===== config.mk =====
export PLATFORM = sky130hd
export DESIGN_NAME = fifo_sync_thresh
export DESIGN_NICKNAME = d
export VERILOG_FILES = /design/src/rtl/fifo_sync_pkg.sv /design/src/rtl/fifo_sync_mem.sv /design/src/rtl/fifo_sync_thresh.sv
export SDC_FILE = /design/constraint.sdc
export NUM_CORES = 1
export LEC_CHECK = 0
export CORE_ASPECT_RATIO = 1.25
export CORE_MARGIN = 5
export CORE_UTILIZATION = 35
export DETAILED_ROUTE_END_ITERATION = 6
export MAX_ROUTING_LAYER = met4
export SLEW_MARGIN = 5
export SYNTH_ARGS = -nofsm -noshare
export SYNTH_HDL_FRONTEND = slang
export SYNTH_SLANG_ARGS = --single-unit

===== constraint.sdc =====
create_clock -name clk_i -period 3.15 [get_ports clk_i]
set_input_delay 0.63 -clock clk_i [delete_from_list [all_inputs] [get_ports clk_i]]
set_output_delay 0.63 -clock clk_i [all_outputs]
set_load 0.01 [all_outputs]

===== src/rtl/fifo_sync_pkg.sv =====
// Shared defaults, fill-count width helper and status flag bundle for the
// thresholded synchronous FIFO.
package fifo_sync_pkg;

    localparam int DEF_DATA_WIDTH = 8;
    localparam int DEF_ADDR_BITS  = 4;
    localparam int DEF_AF_THRESH  = 12;
    localparam int DEF_AE_THRESH  = 4;

    // The count must represent 0..DEPTH inclusive, so one bit wider than an address.
    function automatic int fill_count_width(input int addr_bits);
        return addr_bits + 1;
    endfunction

    typedef struct packed {
        logic full;
        logic empty;
        logic almost_full;
        logic almost_empty;
    } fifo_flags_t;

endpackage


===== src/rtl/fifo_sync_mem.sv =====
// Storage array for fifo_sync_thresh: one synchronous write port, one
// asynchronous read port. Contents are never cleared.
module fifo_sync_mem
    import fifo_sync_pkg::*;
#(
    parameter int DATA_WIDTH = DEF_DATA_WIDTH,
    parameter int ADDR_BITS  = DEF_ADDR_BITS
) (
    input  logic                  clk_i,
    input  logic                  i_we,
    input  logic [ADDR_BITS-1:0]  i_waddr,
    input  logic [DATA_WIDTH-1:0] i_wdata,
    input  logic [ADDR_BITS-1:0]  i_raddr,
    output logic [DATA_WIDTH-1:0] o_rdata
);

    localparam int DEPTH = 2 ** ADDR_BITS;

    logic [DATA_WIDTH-1:0] r_mem [DEPTH];

    always_ff @(posedge clk_i) begin
        if (i_we) begin
            r_mem[i_waddr] <= i_wdata;
        end
    end

    assign o_rdata = r_mem[i_raddr];

endmodule


===== src/rtl/fifo_sync_thresh.sv =====
// Synchronous FIFO with fill count, almost-full/empty thresholds and sticky
// overflow/underflow flags. Define FIFO_SYNC_FWFT_EN for first-word-fall-through reads.
module fifo_sync_thresh
    import fifo_sync_pkg::*;
#(
    parameter int DATA_WIDTH = DEF_DATA_WIDTH,
    parameter int ADDR_BITS  = DEF_ADDR_BITS,
    parameter int AF_THRESH  = DEF_AF_THRESH,
    parameter int AE_THRESH  = DEF_AE_THRESH
) (
    input  logic                  clk_i,
    input  logic                  reset_i,
    input  logic                  flush_i,
    input  logic [DATA_WIDTH-1:0] data_in,
    input  logic                  w_en,
    input  logic                  r_en,
    output logic [DATA_WIDTH-1:0] data_out,
    output logic                  fifo_full,
    output logic                  fifo_empty,
    output logic                  almost_full,
    output logic                  almost_empty,
    output logic [ADDR_BITS:0]    fill_count,
    output logic                  overflow,
    output logic                  underflow
);

    localparam int             CW      = fill_count_width(ADDR_BITS);
    localparam int             DEPTH   = 2 ** ADDR_BITS;
    localparam logic [CW-1:0]  DEPTH_C = CW'(DEPTH);
    localparam logic [CW-1:0]  AF_C    = CW'(AF_THRESH);
    localparam logic [CW-1:0]  AE_C    = CW'(AE_THRESH);

    logic [ADDR_BITS-1:0]  r_wptr;
    logic [ADDR_BITS-1:0]  r_rptr;
    logic [CW-1:0]         r_count;
    logic                  r_overflow;
    logic                  r_underflow;
    logic [DATA_WIDTH-1:0] w_rdata;
    logic                  w_wr_acc;
    logic                  w_rd_acc;
    fifo_flags_t           w_flags;

    // Every flag comes from the registered count, so flags lag the causing edge by one cycle.
    assign w_flags.full         = (r_count == DEPTH_C);
    assign w_flags.empty        = (r_count == '0);
    assign w_flags.almost_full  = (r_count >= AF_C);
    assign w_flags.almost_empty = (r_count <= AE_C);

    // Handshake: a write is taken when w_en=1 and not full, a read when r_en=1
    // and not empty; flush_i (and reset_i above it) cancels both that cycle.
    assign w_wr_acc = w_en && !w_flags.full  && !flush_i;
    assign w_rd_acc = r_en && !w_flags.empty && !flush_i;

    fifo_sync_mem #(
        .DATA_WIDTH (DATA_WIDTH),
        .ADDR_BITS  (ADDR_BITS)
    ) u_mem (
        .clk_i   (clk_i),
        .i_we    (w_wr_acc && !reset_i),
        .i_waddr (r_wptr),
        .i_wdata (data_in),
        .i_raddr (r_rptr),
        .o_rdata (w_rdata)
    );

    always_ff @(posedge clk_i) begin
        if (reset_i || flush_i) begin
            r_wptr      <= '0;
            r_rptr      <= '0;
            r_count     <= '0;
            r_overflow  <= 1'b0;
            r_underflow <= 1'b0;
        end else begin
            if (w_wr_acc) begin
                r_wptr <= r_wptr + 1'b1;
            end
            if (w_rd_acc) begin
                r_rptr <= r_rptr + 1'b1;
            end
            case ({w_wr_acc, w_rd_acc})
                2'b10:   r_count <= r_count + 1'b1;
                2'b01:   r_count <= r_count - 1'b1;
                default: r_count <= r_count;
            endcase
            if (w_en && w_flags.full) begin
                r_overflow <= 1'b1;
            end
            if (r_en && w_flags.empty) begin
                r_underflow <= 1'b1;
            end
        end
    end

`ifdef FIFO_SYNC_FWFT_EN
    assign data_out = w_flags.empty ? '0 : w_rdata;
`else
    logic [DATA_WIDTH-1:0] r_dout;

    always_ff @(posedge clk_i) begin
        if (reset_i || flush_i) begin
            r_dout <= '0;
        end else if (w_rd_acc) begin
            r_dout <= w_rdata;
        end
    end

    assign data_out = r_dout;
`endif

    assign fifo_full    = w_flags.full;
    assign fifo_empty   = w_flags.empty;
    assign almost_full  = w_flags.almost_full;
    assign almost_empty = w_flags.almost_empty;
    assign fill_count   = r_count;
    assign overflow     = r_overflow;
    assign underflow    = r_underflow;

endmodule

### Word level (Yosys, flattened, before mapping)

Memory sizes are Yosys's and may differ from the RTL's. A register that Yosys moved wholly into a read port is not among the register bits.
Index checks and enable logic that the tools add are counted.

| word-level totals | value |
|---|---|
| flip-flop bits (word level) | 15 |
| memory bits (writable) | 128 |
| bits of input ports | 13 |
| output and inout bits | 19 |
| logic and storage cells | 32 |
| memories kept | 1 |

| operators by class | value |
|---|---|
| add/sub/neg operators | 4 |
| magnitude comparators | 2 |
| equal/unequal tests | 3 |
| mux-type cells | 3 |
| reductions and logical operators | 14 |

Memory list:

| name | depth | width | read ports | clocked after memory_dff | wr ports | RTL line | text |
|---|---|---|---|---|---|---|---|
| u_mem.r_mem | 16 | 8 | 1 | 1 | 1 | fifo_sync_mem.sv:19 | `logic [DATA_WIDTH-1:0] r_mem [DEPTH];` |

Operators by type and width:

| kind | count |
|---|---|
| 5-bit one-hot mux with 2 select lines | 1 |
| 4-bit by 1-bit adder with 4-bit output, second input constant | 2 |
| 1-bit logical AND | 7 |
| 5-bit by 1-bit adder with 5-bit output, second input constant | 1 |
| 5-bit equality test, second input constant | 1 |
| 5-bit by 4-bit greater-or-equal comparator with 1-bit output, second input constant | 1 |
| 5-bit by 3-bit less-or-equal comparator with 1-bit output, second input constant | 1 |
| 5-bit logical NOT | 1 |
| 5-bit by 1-bit subtractor with 5-bit output, second input constant | 1 |
| 1-bit logical NOT | 4 |
| 2-bit by 1-bit equality test with 1-bit output, second input constant | 1 |
| 2-bit equality test, second input constant | 1 |
| 1-bit 2-to-1 mux | 2 |
| 2-bit nonzero test | 1 |
| 1-bit logical OR | 1 |

### Longest topological paths before layout

Gate-level depths: netlist (run 1).

| depth | value |
|---|---|
| depth in word-level cells | 7 |
| depth in mapped cells | 11 |
| gate-level depth less buffers | 9 |

### Cells and area by module

From an unflattened synthesis (run 1), not the netlist that was laid out.

| second synthesis, totals | value |
|---|---|
| cell total of the unflattened synthesis | 344 |
| area, all modules | 6132.1 µm² |

By module, submodules not included:

| module | times used | cells each | area each (µm²) | seq. area each (µm²) |
|---|---|---|---|---|
| fifo_sync_mem | 1 | 221 | 4987.3 | 3843.7 |
| fifo_sync_thresh | 1 | 123 | 1144.8 | 460.4 |

### Least setup slack after synthesis (run 1)

No wires, ideal clock.

| timing path | value |
|---|---|
| kind | reg-to-reg |
| start point | register r_count[0], in the netlist fill_count[0] |
| end point | register r_count[4], in the netlist fill_count[4] |
| library setup time | 72 ps |
| arrival | 2929 ps |
| required time | 3078 ps |
| path slack | 150 ps |
| cell stages (with the launch flop) | 12 |
| buffers on the path | 2 |
| period minus slack after synthesis | 3000 ps |
| cells stage by stage | dfxtp_1 -> or4_4 -> o21a_1 -> buf_6 -> buf_8 -> and2_1 -> ha_1 -> fa_1 -> a21o_1 -> a21oi_1 -> mux2i_1 -> mux2i_1 |

| on the way | value |
|---|---|
| cells in the longest elaborated chain, start to end | 6 |
| elaborated cells on any way between the ends | 14 |
| classes of those cells | add/sub (2); eq/ne (3); mux (1); reduce/logical (8) |

Ends and longest elaborated chain:

| item | RTL line | text |
|---|---|---|
| start: declaration | fifo_sync_thresh.sv:35 | `logic [CW-1:0] r_count;` |
| start signal: assignment | fifo_sync_thresh.sv:81 | `2'b10: r_count <= r_count + 1'b1;` |
| start signal: assignment | fifo_sync_thresh.sv:82 | `2'b01: r_count <= r_count - 1'b1;` |
| start signal: assignment | fifo_sync_thresh.sv:83 | `default: r_count <= r_count;` |
| 5-bit logical NOT * | fifo_sync_thresh.sv:45 | `assign w_flags.empty = (r_count == '0);` |
| 1-bit logical NOT * | fifo_sync_thresh.sv:52 | `assign w_rd_acc = r_en && !w_flags.empty && !flush_i;` |
| 1-bit logical AND * (2 in series) | fifo_sync_thresh.sv:52 |  |
| via w_rd_acc | fifo_sync_thresh.sv:40 | `logic w_rd_acc;` |
| 2-bit by 1-bit equality test with 1-bit output or 2-bit equality test (tied branches) | fifo_sync_thresh.sv:80 | `case ({w_wr_acc, w_rd_acc})` |
| 5-bit one-hot mux with 2 select lines or 2-bit nonzero test (tied branches) | - |  |

The timed path passes the listed nets; every way through them passes the cells marked *.
A chain may end at the register's enable or synchronous reset.

### Worst setup path in the final report (run 1)

Ends and elaborated chain as after synthesis.

==> impl_metrics.yaml, run 1 <==
outcome:
  status: "completed"
die:
  fp-row-count: 54
  fp.dieW_um: 128.0
  dieArea_sq_um: 20160
  die_h_um: 157.5
  start_util_pct: 35.22
  io_pins: 32
  coreArea_sq_um: 17300
sta:
  worst_clock_skew_ps: 6.668
  min_period_over_period_pct: 87.80
  min_period_ps: 2766
  max_freq_mhz: 361.6
  setup_violations: 0
  worstMarginPinSlew_ps: 638.9
  slew_violations: 0
  hold_viol: 0
  relSlewSlack_pct: 56.31
  rsz0062_at_grt: "no"
  finalSetupTns_ps: 0
clock_tree:
  htree_num_levels: 4
  cts_tree: "built"
  cts_sinks: 151
  cts_hold_buf: 0
  cts-root-buf: "clkbuf_16"
  clock_path_buffers: 2
  cts_buffers: 17
  insertion_delay_ps: 410
  clk_pin_slew_ps: 60
  post_cts_buffers: 0
  ctsResizeCount: 0
synthesis:
  synthesis.nets: 406
  synth_cells: 383
  ys_types: 41
  synthesis.area_sq_um: 6092
  syn_avg_cell_area_sq_um: 15.91
  synthAdderAreaFrac_pct: 2.177
  synth_compound_area_share_pct: 6.038
  synth_xor_area_share_pct: 1.417
  post_synth_and_or_nand_nor_area_fraction_pct: 5.648
  synth_top_family_by_area: "multiplexers"
  ys_warn_count: 0
  synth.area.mux_share_pct: 11.83
  ys_seq_area_share_pct: 70.65
  synth-seq-cells: 151
final_layout:
  nNetsFinal: 463
  regArea_sq_um: 4305
  finish.instance_area_sq_um: 7412
  multi_input_area_sq_um: 1652
  fillCellCount: 1548
  area_delta_synth_final_pct: 21.67
  layout-drive-gt1-share_pct: 16.78
  diodes: 0
setup_path:
  start_kind: "flip-flop"
  worstSetupEndpointType: "flip-flop"
  cp_max_fo: 6
  crit_type: "reg2reg"
  worstPathCellList: "or4_4, o21a_1, and2_1, ha_1, fa_1, a21o_1, a21oi_1, mux2i_1, mux2i_1"
  critPathMaxStageDelay_ps: 570
  critical_path_arrival_ps: 3110
  reg2reg_slack_ps: 380
  crit_slowest_cell: "or4_4"
  cp_data_required_time_ps: 3500
  critPathMostFrequentCell: "mux2i_1"
routing:
  met3_wirelength_um: 523
  dr.pass1.iters: 5
  wire_per_inst_um: 18.10
  routed.top_layer: "met4"
  routed-via-count: 3360
  dr_wl_met2_um: 6219
  routed_wl_um: 12250
  ant_nets: 0
  viasPerCell: 4.963
  wl_met1_um: 5364
  drt_iter0_drc: 277
  drc_errors: 0
grt:
  grt_max_degree: 27
  grt_pass1_wl_um: 19460
  overflow: 0
  antenna_found_initial: 0
  grt_pass1_vias: 3451
  grt_usage_pct: 13.28
pwr:
  leakagePower_uw: 0.002401
  total_power_uw: 4436
  p_per_area_nw_per_um2: 598.5
  irDropWorstVdd_mv: 0.3924
flow_run:
  max_cap_viol_count: 0
place:
  gp_congestion: 0.8569
  hpwl_um: 8509
  dpl_cell_area_sq_um: 6777
  io_buffers: 31
hold_path:
  hp-class: "reg2reg"
==> sequential cells by signal (all words and copies together) (netlist names) <==
signal,flops
u_mem.r_mem,128
overflow,1
underflow,1
data_out,8
r_wptr,4
r_rptr,4
fill_count,5
==> metal layers <==
| layer | up-vias | global-route usage (%) |
|---|---|---|
| li1 | 1601 | - |
| met1 | 1676 | 16.06 |
| met2 | 73 | 21.62 |
| met3 | 10 | 3.293 |
| met4 | 0 | 4.853 |
| met5 | - | - |
==> cells in the mapped netlist <==
master / count / area share, %
dfxtp_1: 23 / 7.6
a211oi_2: 1 / 0.21
nor3_1: 9 / 0.74
o21ai_0: 8 / 0.66
o22ai_1: 20 / 2.1
edfxtp_1: 128 / 63
and2_1: 2 / 0.21
mux4_2: 12 / 4.4
a21oi_1: 6 / 0.49
nand3b_1: 2 / 0.25
o21a_1: 2 / 0.25
o31ai_1: 1 / 0.12
a21o_1: 3 / 0.37
inv_1: 5 / 0.31
fa_1: 1 / 0.33
nor2_1: 33 / 2.0
a2111oi_0: 2 / 0.29
xnor2_2: 1 / 0.27
clkbuf_2: 1 / 0.082
o2111ai_1: 2 / 0.29
and3_1: 1 / 0.10
nand2_1: 11 / 0.68
or4_4: 1 / 0.18
a22oi_1: 4 / 0.49
buf_2: 9 / 0.74
or3_1: 2 / 0.21
buf_1: 2 / 0.12
clkbuf_1: 6 / 0.37
ha_1: 9 / 1.8
or2_2: 1 / 0.10
a31oi_1: 8 / 0.82
nand3_1: 3 / 0.25
buf_6: 2 / 0.37
nand2b_1: 2 / 0.21
buf_8: 1 / 0.25
or3b_2: 2 / 0.29
xor2_1: 4 / 0.58
nor2b_1: 3 / 0.31
nor4_1: 1 / 0.10
xnor2_1: 4 / 0.58
mux2i_1: 45 / 7.4
==> report_power, final <==
group | internal (uW) | total, uW | switching (uW)
sequential | 2170 | 2180 | 4.12
combinational | 43.5 | 109 | 65.8
clock | 1400 | 2150 | 746
total | 3620 | 4440 | 816
==> per-stage QoR <==
stage	setup slack, ps	cells	util [%]	hold WS (ps)
6_report	384.2	677	42.85	476.0
5_1_grt	263.3	677	42.85	514.7
4_1_cts	371.2	677	42.85	486.1
3_5_place_dp	140.7	645	39.18	471.7
3_3_place_gp	161.1	645	39.18	466.0
2_1_floorplan	149.9	383	-	502.2
==> cell usage in the layout (no fill, tap or decap), types with 9 or more instances in the layout <==
master           count
clkdlybuf4s50_1     31
mux2i_1             45
nand2_1             11
mux4_2              12
buf_4               28
o22ai_1             20
nor2_1              33
dfxtp_1             22
edfxtp_1           128
nor3_1               9
clkbuf_16           17
ha_1                 9
==> path summary, 6_finish.rpt <==
| path | cells after the start | end | startpoint |
|---|---|---|---|
| worst max register to register | 9 | fill_count[4] | fill_count[0] |
| worst max-delay path | 9 | fill_count[4] | fill_count[0] |
| worst min-delay path | 2 | underflow | underflow |
| worst min register to register | 2 | underflow | underflow |
==> critical path, delay by kind of cell, from the launching register on <==
family / cells / cell delay (ps)
flip-flops: 1 / 310
AO/OA/AOI/OAI: 3 / 560
AND/OR/NAND/NOR: 2 / 730
multiplexers: 2 / 430
adder cells (fa/ha/maj): 2 / 680
==> cells by family after synthesis <==
| group | after synthesis |
|---|---|
| AOI/OAI and AO/OA | 57 |
| xor gates and xnor gates | 9 |
| adders and majority gates | 10 |
| buffers and inverters | 26 |
| DFF | 151 |
| muxes | 57 |
| and+or+nand+nor | 73 |
==> area by class of cell <==
type	count	share of cell area, %
well taps	224	3.781
clock inverters	13	2.735
multi-input cells	206	22.28
flip-flops and latches	151	58.09
repair buffers	59	7.022
clock buffers	19	5.841
inverters	5	0.2532
No activity file was read; power rests on OpenSTA's default activity.
==> run 2: changes to the inputs <==
--- a/config.mk
+++ b/config.mk
@@ -5,7 +5,8 @@
 export SDC_FILE = /design/constraint.sdc
 export NUM_CORES = 1
 export LEC_CHECK = 0
-export CORE_ASPECT_RATIO = 1.25
+export CAP_MARGIN = 40
+export CORE_ASPECT_RATIO = 2
 export CORE_MARGIN = 5
 export CORE_UTILIZATION = 35
 export DETAILED_ROUTE_END_ITERATION = 6
==> impl_metrics.yaml, run 2 (synthesized netlist as in run 1, its figures left out) <==
outcome:
  status: "completed"
place:
  io_buffers: 31
  gp_congestion: 0.8445
  dpl_cell_area_sq_um: 6771
  hpwl_um: 9826
  dp.cells: 631
sta:
  hold_viol: 0
  relSlewSlack_pct: 51.66
  worstMarginPinSlew_ps: 722.8
  max_freq_mhz: 338.9
  slew_violations: 0
  setup_violations: 0
  finalSetupTns_ps: 0
  min_period_ps: 2951
  fin_hold_ws_ps: 479.0
  rsz0062_at_grt: "no"
  worst_clock_skew_ps: 7.631
  min_period_over_period_pct: 93.67
final_layout:
  largest_reg_flops: 128
  final_cells: 663
  layout-drive-gt1-share_pct: 16.78
  diodes: 0
  fillCellCount: 1525
  finish.instance_area_sq_um: 7382
  final_common_cell: "edfxtp_1"
  final_cell_mix: "edfxtp_1 (128), mux2i_1 (45), nor2_1 (33)"
  top_register: "u_mem.r_mem"
  fin_util_pct: 42.95
  area_delta_synth_final_pct: 21.17
  nNetsFinal: 463
grt:
  grt_pass1_vias: 3570
  overflow: 0
  grt_pass1_wl_um: 20540
  grt_max_degree: 55
  antenna_found_initial: 0
  grt_usage_pct: 14.67
clock_tree:
  cts_sinks: 151
  cts_tree: "built"
  ctsResizeCount: 0
  cts_hold_buf: 0
  clk_pin_slew_ps: 60
  htree_num_levels: 4
  clock_path_buffers: 2
  insertion_delay_ps: 420
  post_cts_buffers: 0
  cts-root-buf: "clkbuf_16"
  cts_buffers: 17
die:
  start_util_pct: 35.45
  coreArea_sq_um: 17190
  fp-row-count: 68
  dieArea_sq_um: 20300
  die_h_um: 196.6
  fp.dieW_um: 103.3
  io_pins: 32
routing:
  drt_iter0_drc: 273
  ant_nets: 0
  wire_per_inst_um: 20.66
  drc_errors: 0
  viasPerCell: 5.109
  routed-via-count: 3387
  routed_wl_um: 13700
  dr.pass1.iters: 5
flow_run:
  max_cap_viol_count: 0
setup_path:
  cp_data_required_time_ps: 2520
  critical_path_arrival_ps: 2320
  start_kind: "flip-flop"
  crit_type: "reg2out"
  cp_max_fo: 6
  worstSetupEndpointType: "output pin"
hold_path:
  hp-class: "reg2reg"
pwr:
  leakagePower_uw: 0.002382
  p_per_area_nw_per_um2: 593.5
  irDropWorstVdd_mv: 0.3005
[run 2: changes by cell type in the layout (fill, tap and decap cells not counted)]
cell | before | now
buf_12 | 0 | 1
buf_4 | 28 | 27
bufinv_16 | 5 | 4
clkbuf_1 | 2 | 0
clkinv_1 | 1 | 3
clkinv_4 | 2 | 1
clkinvlp_4 | 1 | 4
inv_6 | 1 | 0
[run 2: cell type report]
cell class              count  area [sq um]  share of cell area [%]
clock buffers              17         425.4                   5.763
flip-flops and latches    151          4305                   58.32
repair buffers             59         533.0                   7.220
clock inverters            15         185.2                   2.508
multi-input cells         206          1652                   22.37
well taps                 210         262.8                   3.559
inverters                   5         18.77                  0.2542
[run 2: final timing paths]
kind | from | to | slack, ps | cells past startpoint
max | fill_count[0] | fifo_full | 200 | 5
min | underflow | underflow | 480 | 2
max reg2reg | fill_count[0] | fill_count[4] | 340 | 9
min reg2reg | underflow | underflow | 480 | 2
[run 2: worst max-delay path, cell delays in order, from the launching register on]
cell and delay (ps):
dfxtp_1 310, buf_4 160, nor4_1 530, buf_4 220, and2_1 140, clkdlybuf4s50_1 540
[run 2: metrics by stage]
stage          total power, uW  worst slack [ps]
4_1_cts                   4414             184.2
5_1_grt                   4507             96.74
2_1_floorplan             2265             149.9
3_5_place_dp              2342             87.70
3_3_place_gp              2338             117.2
6_report                  4381             199.4
[run 2: power breakdown]
part / internal (uW) / switching (uW)
Clock: 1310 / 773
Combinational: 44.7 / 73.3
Sequential: 2170 / 5.00
Total: 3530 / 852
[run 2: routing by layer]
layer  wire length, um  part of all wire (%)  track usage, %
met5                 0                     0               -
met1              4711                    34           14.03
met2              7695                    56           25.78
met3               476                   3.5           2.338
met4               816                   6.0           10.33
